File: config.mk
export PLATFORM = sky130hd
export DESIGN_NAME = move_sequencer
export DESIGN_NICKNAME = d
export VERILOG_FILES = /design/src/rtl/move_sequencer.sv
export SDC_FILE = /design/constraint.sdc
export NUM_CORES = 1
export LEC_CHECK = 0
export BUFFER_PORTS_ARGS = -buffer_cell sky130_fd_sc_hd__buf_2
export CORE_MARGIN = 3
export CORE_UTILIZATION = 60
export DETAILED_ROUTE_END_ITERATION = 6
export GPL_TIMING_DRIVEN = 0
export PLACE_DENSITY = 0.89
export SLEW_MARGIN = 20
export SYNTH_ARGS = -nofsm -noshare
export SYNTH_HDL_FRONTEND = slang
export SYNTH_SLANG_ARGS = --single-unit
File: constraint.sdc
create_clock -name clk -period 4.8 [get_ports clk]
set_input_delay 0.96 -clock clk [delete_from_list [all_inputs] [get_ports clk]]
set_output_delay 0.96 -clock clk [all_outputs]
set_load 0.03 [all_outputs]
File: src/rtl/move_sequencer.sv
// move_sequencer
// Sequences one robot move for the drive-control datapath. A move command
// (desired heading plus square count) first turns the robot in place until the
// heading error is small. It then ramps forward speed up, counts centre-line
// crossings, ramps speed back down and pulses move_done.
//
// Ports:
//   clk, rst_n    : clock, asynchronous active-low reset
//   cmd_vld       : move command valid
//   cmd_hdg[11:0] : desired heading (signed, wraps at 12 bits)
//   cmd_sqrs[3:0] : squares to travel (0 = turn only)
//   cmd_rdy       : sequencer can accept a command (IDLE only)
//   heading[11:0] : measured heading (signed)
//   heading_rdy   : single-cycle strobe, heading updated
//   cntrIR        : centre-line IR sensor (level)
//   moving        : enables heading PID and its integrator
//   err_vld       : heading_rdy qualified by moving
//   error[11:0]   : heading - desired heading (12-bit wrap)
//   frwrd[9:0]    : forward speed to the PID
//   move_done     : single-cycle completion pulse
//
// Command handshake: a command transfers on any rising clk edge where
// cmd_vld & cmd_rdy are both high. cmd_rdy is high only in IDLE and does not
// depend on cmd_vld. cmd_vld while cmd_rdy is low is ignored with no side effects.
module move_sequencer #(
  parameter logic [9:0]  MAX_FRWRD = 10'h2A0,
  parameter logic [9:0]  RAMP_INC  = 10'd3,
  parameter logic [11:0] HDG_TOL   = 12'd44
) (
  input  logic        clk,
  input  logic        rst_n,
  input  logic        cmd_vld,
  input  logic [11:0] cmd_hdg,
  input  logic [3:0]  cmd_sqrs,
  output logic        cmd_rdy,
  input  logic [11:0] heading,
  input  logic        heading_rdy,
  input  logic        cntrIR,
  output logic        moving,
  output logic        err_vld,
  output logic [11:0] error,
  output logic [9:0]  frwrd,
  output logic        move_done
);

  typedef enum logic [2:0] {
    IDLE  = 3'd0,
    TURN  = 3'd1,
    MOVE  = 3'd2,
    DECEL = 3'd3,
    DONE  = 3'd4
  } state_t;

  state_t      state_q, state_d;
  logic [11:0] des_hdg_q, des_hdg_d;
  logic [4:0]  target_q, target_d;
  logic [4:0]  sqr_cnt_q, sqr_cnt_d;
  logic        cntr_ir_q;
  logic [9:0]  frwrd_q, frwrd_d;

  logic        accept;
  logic [11:0] abs_err;
  logic        in_tol;
  logic        ir_rise;
  logic [4:0]  cnt_inc;
  logic        count_hit;
  logic [10:0] up_sum;
  logic [9:0]  up_sat;
  logic [9:0]  dec_step;
  logic [9:0]  dn_sat;

  assign accept  = cmd_vld & cmd_rdy;
  assign error   = heading - des_hdg_q;
  // Magnitude of a signed 12-bit value; 12'h800 maps to itself (2048) and so
  // is always treated as out of tolerance.
  assign abs_err = error[11] ? (~error + 12'd1) : error;
  assign in_tol  = (abs_err < HDG_TOL);
  assign ir_rise = cntrIR & ~cntr_ir_q;
  assign cnt_inc = sqr_cnt_q + 5'd1;
  // Target compare uses the value the counter is about to take, so DECEL
  // starts the cycle after the completing edge.
  assign count_hit = (state_q == MOVE) & ir_rise & (cnt_inc == target_q);

  // Ramp arithmetic, one bit wider on the way up so the clamp sees overflow.
  assign up_sum   = {1'b0, frwrd_q} + {1'b0, RAMP_INC};
  assign up_sat   = (up_sum > {1'b0, MAX_FRWRD}) ? MAX_FRWRD : up_sum[9:0];
  assign dec_step = {RAMP_INC[8:0], 1'b0};
  assign dn_sat   = (frwrd_q > dec_step) ? (frwrd_q - dec_step) : 10'd0;

  // State register and datapath flops
  always_ff @(posedge clk or negedge rst_n) begin
    if (!rst_n) begin
      state_q   <= IDLE;
      des_hdg_q <= 12'd0;
      target_q  <= 5'd0;
      sqr_cnt_q <= 5'd0;
      cntr_ir_q <= 1'b0;
      frwrd_q   <= 10'd0;
    end else begin
      state_q   <= state_d;
      des_hdg_q <= des_hdg_d;
      target_q  <= target_d;
      sqr_cnt_q <= sqr_cnt_d;
      cntr_ir_q <= cntrIR;
      frwrd_q   <= frwrd_d;
    end
  end

  // Next-state logic
  always_comb begin
    state_d = state_q;
    case (state_q)
      IDLE:    if (accept) state_d = TURN;
      TURN:    if (heading_rdy && in_tol) state_d = (target_q == 5'd0) ? DONE : MOVE;
      MOVE:    if (count_hit) state_d = DECEL;
      DECEL:   if (frwrd_q == 10'd0) state_d = DONE;
      DONE:    state_d = IDLE;
      default: state_d = IDLE;
    endcase
  end

  // Datapath next values
  always_comb begin
    des_hdg_d = des_hdg_q;
    target_d  = target_q;
    sqr_cnt_d = sqr_cnt_q;
    frwrd_d   = frwrd_q;
    case (state_q)
      IDLE: begin
        frwrd_d = 10'd0;
        if (accept) begin
          des_hdg_d = cmd_hdg;
          target_d  = {cmd_sqrs, 1'b0};
          sqr_cnt_d = 5'd0;
        end
      end
      MOVE: begin
        if (heading_rdy) frwrd_d = up_sat;
        if (ir_rise)     sqr_cnt_d = cnt_inc;
      end
      DECEL: begin
        if (heading_rdy) frwrd_d = dn_sat;
      end
      default: frwrd_d = 10'd0;
    endcase
  end

  // Outputs
  always_comb begin
    cmd_rdy   = 1'b0;
    moving    = 1'b0;
    move_done = 1'b0;
    case (state_q)
      IDLE:    cmd_rdy = 1'b1;
      TURN,
      MOVE,
      DECEL:   moving = 1'b1;
      DONE:    move_done = 1'b1;
      default: cmd_rdy = 1'b0;
    endcase
  end

  assign err_vld = heading_rdy & moving;
  assign frwrd   = frwrd_q;

endmodule

==> results.py, run 1 <==
metrics = {
    "floorplan": {
        "num_io_pins": 59,
        "row_count": 24,
        "dieWidth_um": 75.3,
        "placeableCoreArea_um2": 4500,
        "die_h_um": 75.3,
        "dieArea_um2": 5680,
        "start_util_pct": 64.1,
    },
    "finish": {
        "post-route-util_pct": 74.9,
        "area_delta_synth_final_pct": 16.9,
        "n_antenna_cell": 0,
        "multi_input_area_um2": 1840,
        "fillCellCount": 348,
        "drive_above_1_share_pct": 19.0,
        "ff_latch_area_um2": 876,
        "finish.net_count": 478,
    },
    "pwr": {
        "p_leak_nw": 1.57,
        "power.density_nw_per_um2": 562,
        "ir_worst_vdd_v": 0.000589,
        "total_power_mw": 1.90,
    },
    "place": {
        "numPortBuffers": 58,
        "place_hpwl_mm": 5.59,
        "gp_congestion": 0.946,
    },
    "grt": {
        "grt_max_degree": 36,
        "grt_overflow": 0,
        "grt_pass1_wl_mm": 11.9,
        "grt_util_all_layers_pct": 27.2,
        "grt_pass1_vias": 2679,
        "antenna_found_initial": 0,
    },
    "synthesis": {
        "synth-seq-cells": 35,
        "syn_area_um2": 2890,
        "synth_fp_nets": 413,
        "async_flop_share_pct": 100,
        "synth-edff-count": 0,
        "synth.most_common_cell": "nand2_1",
        "synthCells": 361,
        "yosysTopAreaCellShare_pct": 30.4,
        "ys_warn_count": 0,
        "syn_area_per_cell_um2": 7.99,
        "yosys.area.top_type": "dfrtp_1",
        "synth_common_cells": "37 x nand2_1, 35 x dfrtp_1, 32 x o21ai_0",
        "yosys-top-cells-area": "dfrtp_1 30%, ha_1 7.8%, o21ai_0 5.6%, nand2_1 4.8%, inv_1 3.5%",
        "synth-seq-area-share_pct": 30.4,
        "ys_types": 59,
        "ys.flop_type": "dfrtp_1",
    },
    "timing": {
        "setup_viol": 0,
        "worst_pin_slew_ns": 0.804,
        "max_freq_ghz": 0.256,
        "timing.setup.tns_ns": 0,
        "final-hold-violation-count": 0,
        "fin_crit_ns": 3.91,
        "rsz0062_at_grt": "false",
        "slew_violations": 0,
        "fin_crit_sh_pct": 81.4,
        "clock_skew_ns": 0.00457,
        "relSlewSlack_pct": 46.4,
    },
    "setup_path": {
        "worstPathArrival_ns": 2.95,
        "cp.required_ns": 3.84,
        "timing.setup.critical_path_class": "in -> out",
        "end_kind": "primary output",
        "worstPathMaxFanout": 4,
        "critPathLaunch": "heading[0]",
        "cp-start-kind": "input pin",
        "r2r-start": "des_hdg_q[0]$_DFFE_PN0P_",
    },
    "flow_run": {
        "maxCapViolations": 0,
    },
    "clock_network": {
        "cts_resized": 0,
        "cts_root_buf": "clkbuf_8",
        "clk_path_buf_depth": 2,
        "cts_tree": "built",
        "cts_sinks": 35,
        "cts_hold_buf": 0,
        "htreeDepth": 2,
        "cts_setup_buffers": 0,
        "clock_latency_ns": 0.29,
        "clkTransAtPathRegs_ns": 0.07,
        "cts_buffers": 5,
    },
    "detailed_routing": {
        "drc": 0,
        "vias": 2909,
        "ant_nets": 0,
        "viasPerCell": 6.07,
        "first_pass_iters": 5,
        "wl_per_cell_um": 15.6,
        "drtIter0Drc": 255,
        "drt-total-wl_mm": 7.48,
    },
    "run_status": {
        "run_status": "complete, no violations",
    },
    "min_path": {
        "hp-start": "sqr_cnt_q[1]$_DFFE_PN0P_",
        "hp-class": "reg -> reg",
    },
}
critical path: stages:
cell	delay [ns]
buf_2	0.08
inv_1	0.03
ha_1	0.24
fa_1	0.43
nor2b_1	0.18
o31a_1	0.22
nor2_1	0.08
o31ai_1	0.24
xnor2_1	0.23
inv_1	0.07
buf_2	0.18
cells by family after synthesis:
group                      synth area share, %
and+or+nand+nor                           23.1
AOI/OAI and AO/OA                         25.1
buffers and inverters                     5.72
DFF                                       30.4
adders and majority gates                 8.50
xor gates and xnor gates                  4.25
muxes                                     3.04
where the power goes:
part	internal [mW]	leakage [nW]	switching, mW
registers	0.369	0.453	0.0497
logic	0.401	1.05	0.752
clock network	0.208	0.0654	0.115
total	0.978	1.57	0.917
worst paths after layout:
kind                            slack (ns)                  endpoint  cells after the start
worst max-delay path                  0.89                 error[10]                     11
worst min-delay path                  0.53  sqr_cnt_q[1]$_DFFE_PN0P_                      2
worst max register to register        1.60    state_q[1]$_DFFE_PN0P_                     11
worst min register to register        0.53  sqr_cnt_q[1]$_DFFE_PN0P_                      2
max in group asynchronous             3.55  des_hdg_q[1]$_DFFE_PN0P_                      1
min in group asynchronous             0.75   target_q[3]$_DFFE_PN0P_                      1
metal layers:
layer	GRT usage, %	routed length [µm]	vias up
li1	-	-	1423
met1	35.0	3250	1369
met2	46.6	3630	104
met3	5.28	499	13
met4	7.57	100	0
met5	0	0	-
flip-flops by register name, summed over array words and instances (netlist names):
name	flops
frwrd	10
sqr_cnt_q	5
cntr_ir_q	1
target_q	4
state_q	3
des_hdg_q	12
through the flow:
stage	instances	hold slack [ns]	setup WS, ns	area [µm²]
floorplan	361	0.476	0.908	2890
global placement	471	0.494	0.970	3240
detailed placement	471	0.507	0.934	3240
CTS	479	0.524	0.919	3370
global route	479	0.565	0.800	3370
finish	479	0.528	0.891	3370
layout by cell type (no fill, tap or decap), types with 3 or more instances in the layout:
cell type  instances
buf_2             58
nand2_1           37
dfrtp_1           35
o21ai_0           32
inv_1             27
nor2_1            26
a21oi_1           19
ha_1              18
nor3_1            16
clkbuf_1          16
nand2b_1          11
xnor2_1           10
o22ai_1            8
nand3_1            7
a21o_1             6
mux2_2             6
o21a_1             5
and2_1             5
nor2b_1            5
o21ai_1            5
a31oi_1            5
clkbuf_8           5
xor2_1             4
o211ai_1           4
nand4_1            3
o31ai_1            3
or3_1              3
or2_2              3
and3_1             3
a211oi_1           3
final cells by class:
class / count / share of cell area [%]
plain buffers: 17 / 1.89
flip-flops and latches: 35 / 26.0
clock inverters: 2 / 1.78
repair buffers: 58 / 8.61
well taps: 52 / 1.93
clock buffers: 6 / 2.15
multi-input cells: 282 / 54.7
inverters: 27 / 3.00
No activity file was read; power rests on OpenSTA's default activity.
==> run 2, diff against run 1 <==
- ABC_AREA: default -> 1
- CORE_UTILIZATION: 60 -> 56
- PLACE_DENSITY: 0.89 -> 0.84
- clock period: 4.8 -> 3.9 ns (I/O delays scaled with it)
==> run 2 against run 1 <==
Cell count rose by 19%. Flip-flop and latch count did not move. Largest power group unchanged. Clock-buffer cell count is 2 higher. Largest cell class unchanged.
==> results.py, run 2 <==
metrics = {
    "run_status": {
        "run_status": "complete, no violations",
    },
    "clock_network": {
        "cts_root_buf": "clkbuf_8",
        "cts_buffers": 5,
        "htreeDepth": 2,
        "clk_path_buf_depth": 2,
        "cts_tree": "built",
        "cts_hold_buf": 0,
        "cts_setup_buffers": 0,
        "cts_sinks": 35,
        "clock_latency_ns": 0.30,
        "cts_resized": 0,
        "clkTransAtPathRegs_ns": 0.08,
    },
    "min_path": {
        "hp-start": "sqr_cnt_q[4]$_DFFE_PN0P_",
        "hp-class": "reg -> reg",
    },
    "grt": {
        "grt_max_degree": 36,
        "grt_overflow": 0,
        "grt_pass1_vias": 2706,
        "antenna_found_initial": 0,
        "grt_util_all_layers_pct": 23.9,
        "grt_pass1_wl_mm": 11.7,
    },
    "detailed_routing": {
        "viasPerCell": 5.02,
        "first_pass_iters": 5,
        "ant_nets": 0,
        "drtIter0Drc": 165,
        "drc": 0,
        "drt-total-wl_mm": 6.92,
        "vias": 2871,
        "wl_per_cell_um": 12.1,
    },
    "synthesis": {
        "async_flop_share_pct": 100,
        "yosys.area.top_type": "dfrtp_1",
        "ys.flop_type": "dfrtp_1",
        "synth.most_common_cell": "nand2_1",
        "synth-edff-count": 0,
        "ys_warn_count": 0,
        "synth-seq-area-share_pct": 29.9,
        "synthCells": 439,
        "yosysTopAreaCellShare_pct": 29.9,
        "synth-seq-cells": 35,
        "syn_area_per_cell_um2": 6.68,
        "ys_types": 37,
        "synth_common_cells": "139 x nand2_1, 67 x inv_1, 45 x nor2_1",
        "synth_fp_nets": 491,
        "yosys-top-cells-area": "dfrtp_1 30%, nand2_1 18%, inv_1 8.6%, ha_1 7.7%, nor2_1 5.8%",
        "syn_area_um2": 2930,
    },
    "pwr": {
        "total_power_mw": 2.86,
        "ir_worst_vdd_v": 0.000640,
        "p_leak_nw": 2.02,
        "power.density_nw_per_um2": 841,
    },
    "setup_path": {
        "end_kind": "primary output",
        "critPathLaunch": "heading[2]",
        "timing.setup.critical_path_class": "in -> out",
        "worstPathArrival_ns": 2.39,
        "cp.required_ns": 3.12,
        "cp-start-kind": "input pin",
        "worstPathMaxFanout": 5,
        "r2r-start": "des_hdg_q[0]$_DFFE_PN0P_",
    },
    "timing": {
        "worst_pin_slew_ns": 0.783,
        "timing.setup.tns_ns": 0,
        "setup_viol": 0,
        "rsz0062_at_grt": "false",
        "slew_violations": 0,
        "relSlewSlack_pct": 47.8,
        "final-hold-violation-count": 0,
        "fin_crit_ns": 3.17,
        "fin_crit_sh_pct": 81.2,
        "max_freq_ghz": 0.316,
        "clock_skew_ns": 0.0146,
    },
    "floorplan": {
        "row_count": 25,
        "die_h_um": 78.4,
        "start_util_pct": 60.1,
        "dieWidth_um": 78.4,
        "num_io_pins": 59,
        "dieArea_um2": 6140,
        "placeableCoreArea_um2": 4880,
    },
    "finish": {
        "largest-register": "des_hdg_q",
        "ff_latch_area_um2": 876,
        "area_delta_synth_final_pct": 16.2,
        "drive_above_1_share_pct": 17.8,
        "largest_reg_flops": 12,
        "n_antenna_cell": 0,
        "mostFrequentLayoutCells": "139 x nand2_1, 67 x inv_1, 62 x buf_2, 45 x nor2_1, 35 x dfrtp_1",
        "finish.net_count": 556,
        "fillCellCount": 438,
        "final_common_cell": "nand2_1",
        "multi_input_area_um2": 1760,
    },
    "place": {
        "numPortBuffers": 58,
        "gp_congestion": 0.925,
        "place_hpwl_mm": 5.42,
    },
    "flow_run": {
        "maxCapViolations": 0,
    },
}
-- run 2: cells by family (layout without fill, tap and decap cells) --
family	count (synthesis)	after routing	share of synthesized area [%]
buffers and inverters	78	144	10.2
adders and majority gates	19	19	8.37
muxes	6	6	2.30
xor gates and xnor gates	21	21	6.53
DFF	35	35	29.9
and+or+nand+nor	235	235	34.3
AOI/OAI and AO/OA	45	45	8.49
-- run 2: path summary, 6_finish.rpt --
path                       cells after the start                        to  slack, ns
max                                           12                  error[9]       0.73
min                                            2  sqr_cnt_q[4]$_DFFE_PN0P_       0.52
max reg2reg                                   15    state_q[0]$_DFFE_PN0P_       1.54
min reg2reg                                    2  sqr_cnt_q[4]$_DFFE_PN0P_       0.52
min in group asynchronous                      1      frwrd[8]$_DFFE_PN0P_       0.56
max in group asynchronous                      1   target_q[2]$_DFFE_PN0P_       2.83
-- run 2: critical path: stages --
cell,delay (ns)
buf_2,0.10
ha_1,0.35
a21oi_1,0.21
nand2_1,0.14
nand2_1,0.11
nand2_1,0.07
a21oi_1,0.16
inv_1,0.06
nand2_1,0.06
nand2_1,0.07
inv_1,0.08
buf_2,0.20
-- run 2: where the power goes --
part	switching (mW)	internal, mW
logic	1.30	0.660
clock network	0.137	0.161
registers	0.113	0.498
-- run 2: area by class of cell --
class,count,area share (%)
buffer,7,0.918
clock buffer,8,2.94
inverter,71,7.83
multi-input combinational,326,51.6
sequential,35,25.7
tap,67,2.46
timing repair buffer,58,8.52
-- run 2: through the flow --
stage,utilization (%),hold slack (ns),cells,cell area [µm²],setup slack [ns]
final,69.8,0.518,572,3410,0.734
after global routing,69.8,0.551,572,3410,0.547
after CTS,69.8,0.521,572,3410,0.753
after detailed placement,67.7,0.501,564,3310,0.752
after global placement,67.7,0.491,564,3310,0.782
after floorplan,-,0.471,439,2930,0.899
-- run 2: layer usage --
metal | global-route usage [%] | vias to the layer above | wire length (µm)
li1 | - | 1500 | -
met1 | 29.8 | 1275 | 3060
met2 | 41.6 | 83 | 3310
met3 | 4.24 | 13 | 435
met4 | 8.22 | 0 | 122
met5 | 0 | - | 0
==> run 3, diff against run 2 <==
- CORE_UTILIZATION: 56 -> 50
- PLACE_DENSITY: 0.84 -> 0.8
- clock period: 3.9 -> 2.8 ns (I/O delays scaled with it)
==> run 3 against run 2 <==
Sequential share of layout area is 0.34 points lower. Routed wire length is 1.8% lower. Register-to-register slack worse by 1.1 ns. Highest routed layer unchanged. Combinational power is 40% higher. Worst hold slack worse by 0.18 ns. Largest cell class unchanged. Sequential power is 38% higher. Die area is 11% higher. Core utilization is 7.9 points lower.
==> results.py, run 3 (synthesis gave the netlist of run 2 again) <==
metrics = {
    "setup_path": {
        "cp-start-kind": "flip-flop",
        "r2r-start": "des_hdg_q[0]$_DFFE_PN0P_",
        "cp.required_ns": 2.24,
        "critPathLaunch": "des_hdg_q[0]$_DFFE_PN0P_",
        "worstPathArrival_ns": 2.06,
        "worstPathMaxFanout": 4,
        "end_kind": "primary output",
        "timing.setup.critical_path_class": "reg -> out",
    },
    "timing": {
        "fin_crit_ns": 2.62,
        "timing.setup.tns_ns": 0,
        "max_freq_ghz": 0.382,
        "slew_violations": 0,
        "clock_skew_ns": 0.00628,
        "setup_viol": 0,
        "worst_pin_slew_ns": 0.770,
        "whs_ns": 0.340,
        "relSlewSlack_pct": 48.7,
        "final-hold-violation-count": 0,
        "fin_crit_sh_pct": 93.5,
    },
    "finish": {
        "largest_reg_flops": 12,
        "post-route-util_pct": 61.9,
        "drive_above_1_share_pct": 19.2,
        "mostFrequentLayoutCells": "138 x nand2_1, 67 x inv_1, 60 x buf_2, 45 x nor2_1, 35 x dfrtp_1",
        "final-instance-count-excl-fill": 578,
        "area_delta_synth_final_pct": 17.7,
        "n_antenna_cell": 0,
        "largest-register": "des_hdg_q",
        "finish.net_count": 557,
        "final_common_cell": "nand2_1",
    },
    "clock_network": {
        "cts_sinks": 35,
        "clock_latency_ns": 0.29,
        "cts_tree": "built",
        "clkTransAtPathRegs_ns": 0.08,
        "clk_path_buf_depth": 2,
        "cts_root_buf": "clkbuf_8",
        "htreeDepth": 2,
        "cts_buffers": 5,
    },
    "detailed_routing": {
        "ant_nets": 0,
        "drtIter0Drc": 78,
        "vias": 2916,
        "wl_per_cell_um": 11.8,
        "drc": 0,
        "first_pass_iters": 4,
        "drt-total-wl_mm": 6.80,
        "viasPerCell": 5.04,
    },
    "pwr": {
        "switching_share_pct": 53.3,
        "power.density_nw_per_um2": 1160,
        "seq_power_share_pct": 21.1,
        "clkPwrFrac_pct": 10.4,
        "intPower_mw": 1.87,
        "p_switching_mw": 2.13,
        "p_leak_nw": 2.02,
        "ir_worst_vdd_v": 0.000660,
        "p_comb_share_pct": 68.5,
    },
    "grt": {
        "grt_pass1_wl_mm": 11.9,
        "antenna_found_initial": 0,
        "grt_util_all_layers_pct": 22.2,
        "grt_max_degree": 36,
        "grt_overflow": 0,
        "grt_pass1_vias": 2831,
    },
    "floorplan": {
        "dieWidth_um": 82.6,
        "start_util_pct": 52.6,
        "die_h_um": 82.6,
        "num_io_pins": 59,
        "row_count": 27,
        "dieArea_um2": 6820,
        "placeableCoreArea_um2": 5570,
    },
    "place": {
        "gp_congestion": 0.926,
        "place_hpwl_mm": 5.42,
        "numPortBuffers": 58,
        "dp.cells": 569,
    },
    "min_path": {
        "hp-class": "in -> async",
    },
    "flow_run": {
        "maxCapViolations": 0,
    },
    "run_status": {
        "run_status": "complete, no violations",
    },
}
## run 3: cell count changes in the layout (fill, tap and decap cells not counted), sizes merged
cell / previous run / this run
clkinvlp: 0 / 1
## run 3: area by class of cell
type,count,area [µm²]
Fill cell,522,2120
Inverter,71,267
Sequential cell,35,876
Multi-Input combinational cell,326,1780
Tap cell,72,90.1
Buffer,7,31.3
Clock inverter,1,7.51
Clock buffer,7,96.3
Timing Repair Buffer,59,303
## run 3: power by group through the flow
stage	logic, mW	clock network, mW	registers, mW
after floorplan	2.04	0	0.888
after global placement	2.63	0	0.844
after detailed placement	2.70	0	0.853
after CTS	2.71	0.426	0.844
after global routing	3.11	0.447	0.873
final	2.74	0.416	0.843
## run 3: worst paths after layout
kind / endpoint / slack (ns) / cells after the start
max: error[6] / 0.18 / 11
max reg2reg: state_q[2]$_DFFE_PN0P_ / 0.45 / 17
max in group asynchronous: des_hdg_q[4]$_DFFE_PN0P_ / 1.97 / 1
min in group clk: cntr_ir_q$_DFF_PN0_ / 0.39 / 1
min: frwrd[5]$_DFFE_PN0P_ / 0.34 / 1
min reg2reg: sqr_cnt_q[4]$_DFFE_PN0P_ / 0.52 / 2
## run 3: layer usage
metal | share of wire [%] | track usage (%)
met1 | 42 | 26.6
met2 | 51 | 39.7
met3 | 5.6 | 3.58
met4 | 2.3 | 8.01
met5 | 0 | 0
## run 3: worst max-delay path: stages (launching register included)
cell,delay (ns)
dfrtp_1,0.40
ha_1,0.21
fa_2,0.35
inv_1,0.11
nand3_1,0.09
nand2_2,0.13
nand2_1,0.08
nand2_1,0.06
nand2_1,0.05
nand2_1,0.07
inv_1,0.05
buf_2,0.17
## run 3: repair_timing
action / in CTS / in global routing
gates resized for setup: 0 / 9
buffers inserted: 0 / 1
hold buffers: 0 / 0
setup endpoints to repair: 0 / 3
## run 3: metrics by stage
stage / power [mW] / area, µm² / setup slack, ns
after floorplan: 2.93 / 2930 / 0.0487
after global placement: 3.47 / 3310 / 0.137
after detailed placement: 3.55 / 3310 / 0.0667
after CTS: 3.98 / 3420 / 0.0650
after global routing: 4.43 / 3450 / -0.00938
final: 4.00 / 3450 / 0.181
